===== src/rtl/msrv32_pc_gen.sv =====
// msrv32_pc_gen - program-counter generator for the msrv32 fetch stage.
//
// This block selects the next PC from one of five sources: boot, EPC, trap,
// branch target or the sequential step. The current PC is held in a register.
// After reset it runs a boot-wait sequence. A redirect that arrives while the
// instruction bus is stalled is latched, so it is not lost.
//
// Ports
//   msrv32_mp_clk_in            clock, rising edge
//   msrv32_mp_rst_n_in          asynchronous active-low reset
//   pc_src_in                   00 boot, 01 epc, 10 trap, 11 sequential/branch
//   epc_in                      mret return address
//   trap_address_in             trap vector address
//   branch_taken_in             branch/jump taken (only with pc_src_in=11)
//   iaddr_in                    branch target bits [XLEN-1:1]
//   instr_c_in                  current instruction is 16-bit (C_EXT only)
//   ahb_ready_in                instruction bus accepts the address this cycle
//   pc_out                      registered current PC
//   pc_plus_4_out               pc_out + 2 or 4
//   pc_mux_out                  combinational next-PC selection
//   i_addr_out                  address driven to the instruction bus
//   misaligned_instr_logic_out  taken-branch target misaligned
//   pc_valid_out                pc_out refers to a fetched instruction
//   redirect_pending_out        a latched redirect is waiting
module msrv32_pc_gen #(
   parameter int unsigned          XLEN         = 32,
   parameter logic [XLEN-1:0]      BOOT_ADDRESS = '0,
   parameter bit                   C_EXT        = 1'b0,
   parameter int unsigned          BOOT_WAIT    = 2
) (
   input  logic            msrv32_mp_clk_in,
   input  logic            msrv32_mp_rst_n_in,
   input  logic [1:0]      pc_src_in,
   input  logic [XLEN-1:0] epc_in,
   input  logic [XLEN-1:0] trap_address_in,
   input  logic            branch_taken_in,
   input  logic [XLEN-2:0] iaddr_in,
   input  logic            instr_c_in,
   input  logic            ahb_ready_in,
   output logic [XLEN-1:0] pc_out,
   output logic [XLEN-1:0] pc_plus_4_out,
   output logic [XLEN-1:0] pc_mux_out,
   output logic [XLEN-1:0] i_addr_out,
   output logic            misaligned_instr_logic_out,
   output logic            pc_valid_out,
   output logic            redirect_pending_out
);

   localparam int unsigned CNT_W = (BOOT_WAIT > 1) ? $clog2(BOOT_WAIT) : 1;
   localparam logic [CNT_W-1:0] BOOT_LAST = (BOOT_WAIT == 0) ? '0 : CNT_W'(BOOT_WAIT - 1);

   typedef enum logic [1:0] {
      ST_BOOT,
      ST_RUN,
      ST_HOLD
   } state_t;

   state_t            state, state_nxt;
   logic [CNT_W-1:0]  boot_cnt;
   logic [XLEN-1:0]   redir_q;
   logic [XLEN-1:0]   target;
   logic [XLEN-1:0]   inc;
   logic [XLEN-1:0]   next_seq;
   logic              redirect;
   logic              misaligned;
   logic              boot_done;
   logic              accept;
   logic              latch_redir;

   // Next-PC datapath
   always_comb begin
      target   = {iaddr_in, 1'b0};
      inc      = (C_EXT && instr_c_in) ? XLEN'(2) : XLEN'(4);
      pc_plus_4_out = pc_out + inc;
      next_seq = branch_taken_in ? target : pc_plus_4_out;
      case (pc_src_in)
         2'b00:   pc_mux_out = BOOT_ADDRESS;
         2'b01:   pc_mux_out = epc_in;
         2'b10:   pc_mux_out = trap_address_in;
         default: pc_mux_out = next_seq;
      endcase
      redirect   = (pc_src_in != 2'b11) || branch_taken_in;
      misaligned = branch_taken_in && (pc_src_in == 2'b11) && target[1] && !C_EXT;
      misaligned_instr_logic_out = misaligned;
   end

   // With BOOT_WAIT=0 the counter is never compared, so leaving BOOT only needs ready.
   assign boot_done   = (BOOT_WAIT == 0) || (boot_cnt == BOOT_LAST);
   assign accept      = (state == ST_RUN) && ahb_ready_in && !misaligned;
   assign latch_redir = (state != ST_BOOT) && !ahb_ready_in && redirect && !misaligned;

   // State register
   always_ff @(posedge msrv32_mp_clk_in or negedge msrv32_mp_rst_n_in) begin
      if (!msrv32_mp_rst_n_in) state <= ST_BOOT;
      else                     state <= state_nxt;
   end

   // Next-state logic
   always_comb begin
      state_nxt = state;
      case (state)
         ST_BOOT: if (ahb_ready_in && boot_done) state_nxt = ST_RUN;
         ST_RUN:  if (latch_redir)               state_nxt = ST_HOLD;
         ST_HOLD: if (ahb_ready_in)              state_nxt = ST_RUN;
         default:                                state_nxt = ST_BOOT;
      endcase
   end

   // Output logic
   always_comb begin
      pc_valid_out         = (state != ST_BOOT);
      redirect_pending_out = (state == ST_HOLD);
      if (state == ST_BOOT) i_addr_out = BOOT_ADDRESS;
      else if (accept)      i_addr_out = pc_mux_out;
      else                  i_addr_out = pc_out;
   end

   // PC, boot counter and latched redirect
   always_ff @(posedge msrv32_mp_clk_in or negedge msrv32_mp_rst_n_in) begin
      if (!msrv32_mp_rst_n_in) begin
         pc_out   <= BOOT_ADDRESS;
         boot_cnt <= '0;
         redir_q  <= '0;
      end else begin
         if (state == ST_BOOT && !boot_done)
            boot_cnt <= boot_cnt + 1'b1;
         if (accept)
            pc_out <= pc_mux_out;
         else if (state == ST_HOLD && ahb_ready_in)
            pc_out <= redir_q;
         // In HOLD the latest redirect overwrites the earlier one while the bus is stalled.
         if (latch_redir)
            redir_q <= pc_mux_out;
      end
   end

endmodule


===== config.mk =====
export PLATFORM = sky130hd
export DESIGN_NAME = msrv32_pc_gen
export DESIGN_NICKNAME = d
export VERILOG_FILES = /design/src/rtl/msrv32_pc_gen.sv
export SDC_FILE = /design/constraint.sdc
export NUM_CORES = 1
export LEC_CHECK = 0
export CORE_MARGIN = 2
export CORE_UTILIZATION = 43
export CTS_CLUSTER_SIZE = 24
export DETAILED_ROUTE_END_ITERATION = 6
export PLACE_DENSITY = 0.78
export SLEW_MARGIN = 10
export SYNTH_ARGS = -nofsm -noshare
export SYNTH_HDL_FRONTEND = slang
export SYNTH_SLANG_ARGS = --single-unit

===== constraint.sdc =====
create_clock -name msrv32_mp_clk_in -period 3.22 [get_ports msrv32_mp_clk_in]
set_input_delay 0.644 -clock msrv32_mp_clk_in [delete_from_list [all_inputs] [get_ports msrv32_mp_clk_in]]
set_output_delay 0.644 -clock msrv32_mp_clk_in [all_outputs]
set_load 0.03 [all_outputs]

==> results.txt <==
Maximum vdd ir drop: 0.712 mV
CTS Hold Bufs: 0
Async set or reset register ratio after synthesis: 100%
DRC: 5
Number of global-route vias before repair: 7138
Worst-path fanout max: 14
Power per standard cell area: 1020 nW/um^2
Post-place instance area: 8250 um^2
Maximum clock rate: 0.314 GHz
Worst endpoint required time: 2.58 ns
Worst hold path class: in -> async
Die Wd: 114 um
H-tree depth: 3
Worst-path cell chain: clkdlybuf4s50_1, buf_6, and2_4, buf_6, a22o_1, a22o_1, nor2_1, o32ai_2, buf_4
Clock Latency Late Sink: 0.34 ns
Critical Path Max Stage Delay: 0.50 ns
Avg Inst Size Synth: 7.59 um^2
TritonCTS clock tree: built
Synth top area share: 32.2%
GRT Util Overall: 37.1%
Total grt overflow: 0
Failing checks: DRC
Synth area leaders: dfrtp_1 (32%), a21oi_1 (7.3%), nand2_1 (6.1%)
RSZ-0062 raised after global routing: true
CP max stage cell: clkdlybuf4s50_1
CTS Buf Count: 9
Tmin final: 3.18 ns
Synthesized instance count: 686
Cell Area, Synth: 5200 um^2
Finished layout cell area: 9070 um^2
Max clock buf depth: 2
Post-synth EDFFs: 0
Final Max Slew Viols: 0
RR Startpoint: pc_out[2]
Net Count, Synth: 789
Max-cap violation count: 0
Dpl hpwl: 17100 um
Initial core utilization: 43.7%
Core region area: 11900 um^2
Startpoint types: input pin
Crit path DAT: 2.54 ns
Final Setup Violations: 0
WL/cell: 21.3 um
Total power draw: 9.29 mW
Die H: 114 um
Sequential area share after synthesis: 32.2%
Post-DRT Antenna Nets: 0
Final clock skew: 0.00665 ns
Clk slew on worst S/H paths: 0.05 ns
Synth unique cells: 57
Fin cells: 1155
Yosys warning total: 0
Worst slew pin tran: 0.872 ns
Final Wtd Congestion: 0.904
Rows: 40
Most common cell in the netlist: nand2_1
Multi-input logic area: 3390 um^2
IO Pins: 233
Clk sinks: 67
Most frequent cells after synthesis: nand2_1 (84), a21oi_1 (76), dfrtp_1 (67)
Initial DRC count: 654
Filler Cell Count: 851
Via density: 6.15
I/O Buffers: 231
Initial antenna violation count: 2
DR vias: 7107
Nets: 1104
Share of layout cells above drive strength 1: 28.6%
Final hold violations: 0
FF-to-FF setup slack: 0.22 ns
Final worst-path cycle share: 98.8%
Yosys reg bits: 67
Die Area: 13000 um^2
RR Endpoint: redir_q[14]
Slew headroom: 41.9%
Largest net degree at the start of global routing: 36
First-pass GRT wire length: 37600 um
R2R cell count: 18
Leading area contributor after synthesis: dfrtp_1
Inst Count DP: 1108
Total Routed Length: 24700 um
Critical path type: in -> out
Critical path endpoint category: output pin
Clk root buf: clkbuf_16
TritonRoute pass-1 iters: 7
Pleak: 4.12 nW
Synth Flop Type: dfrtp_1
Status: finished with violations
Register area: 1680 um^2
Layout area overhead: 74.3%
-- flip-flops by register name, indices dropped and copies added, names as in the netlist --
| name | cells |
|---|---|
| pc_out | 32 |
| redir_q | 32 |
| state | 2 |
| boot_cnt | 1 |
-- per-stage QoR --
stage                     util (%)  hold slack (ns)  setup TNS [ns]  setup slack (ns)
after floorplan                  -            0.348          -0.113           -0.0889
after global placement        69.3            0.457           -1.02            -0.179
after detailed placement      69.3            0.485           -1.35            -0.172
after CTS                     75.2            0.441               0           0.00647
after global routing          76.1            0.475         -0.0480           -0.0480
final                         76.2            0.409               0            0.0385
-- per-layer routing --
layer / vias to the layer above / part of all wire [%] / global-route usage (%)
met4: 0 / 3.6 / 15.9
met3: 89 / 11 / 8.29
met5: - / 0 / 0
met1: 3382 / 37 / 45.8
met2: 500 / 48 / 62.5
li1: 3136 / - / -
-- worst max-delay path: cells and delay by family --
family / cells / cell delay (ns)
AO/OA/AOI/OAI: 3 / 0.60
AND/OR/NAND/NOR: 2 / 0.23
buffers and inverters: 4 / 1.04
-- cells by family after synthesis --
kind of cell	after synthesis	synth area share, %
fa+ha+maj	1	0.240
xor+xnor	19	3.20
flops	67	32.2
buf+inv	95	7.38
simple gates	255	24.8
mux	12	2.43
compound gates	237	29.8
-- worst max path at each step --
stage / start / end / slack, ns / cells past startpoint
after detailed placement: pc_src_in[1] / i_addr_out[22] / -0.17 / 7
after global routing: branch_taken_in / i_addr_out[30] / -0.05 / 9
after global placement: pc_src_in[1] / i_addr_out[22] / -0.18 / 7
final: branch_taken_in / i_addr_out[25] / 0.04 / 9
after CTS: pc_out[3] / pc_plus_4_out[15] / 0.006 / 7
after floorplan: pc_out[2] / i_addr_out[14] / -0.09 / 8
-- power breakdown --
part / total [mW] / internal, mW / switching [mW] / leakage, nW
sequential: 1.64 / 1.27 / 0.371 / 0.778
combinational: 6.47 / 2.61 / 3.86 / 3.19
clock: 1.18 / 0.778 / 0.404 / 0.161
-- cell type report --
cell class | instances | area share, %
Inverter | 33 | 1.37
Sequential cell | 67 | 18.5
Timing Repair Buffer | 366 | 36.8
Clock inverter | 6 | 1.24
Antenna cell | 2 | 0.0552
Clock buffer | 10 | 2.63
Multi-Input combinational cell | 524 | 37.4
Tap cell | 147 | 2.03
-- cells in the final DEF (no fill, tap or decap), types with 22 or more instances in the layout --
cell and count:
nand2_1 84, buf_4 182, nor2_1 55, o21ai_0 41
inv_1 32, and3_1 22, a22o_1 34, clkdlybuf4s50_1 146
a21oi_1 74, dfrtp_1 65
-- repair_timing --
item                       4_1_cts  5_1_grt
setup endpoints to repair       44       23
gates resized for setup         45       20
cloned                           1        0
pin swaps                       15        6
setup buffers                   24        4
Power figures use the tool's default switching activity.
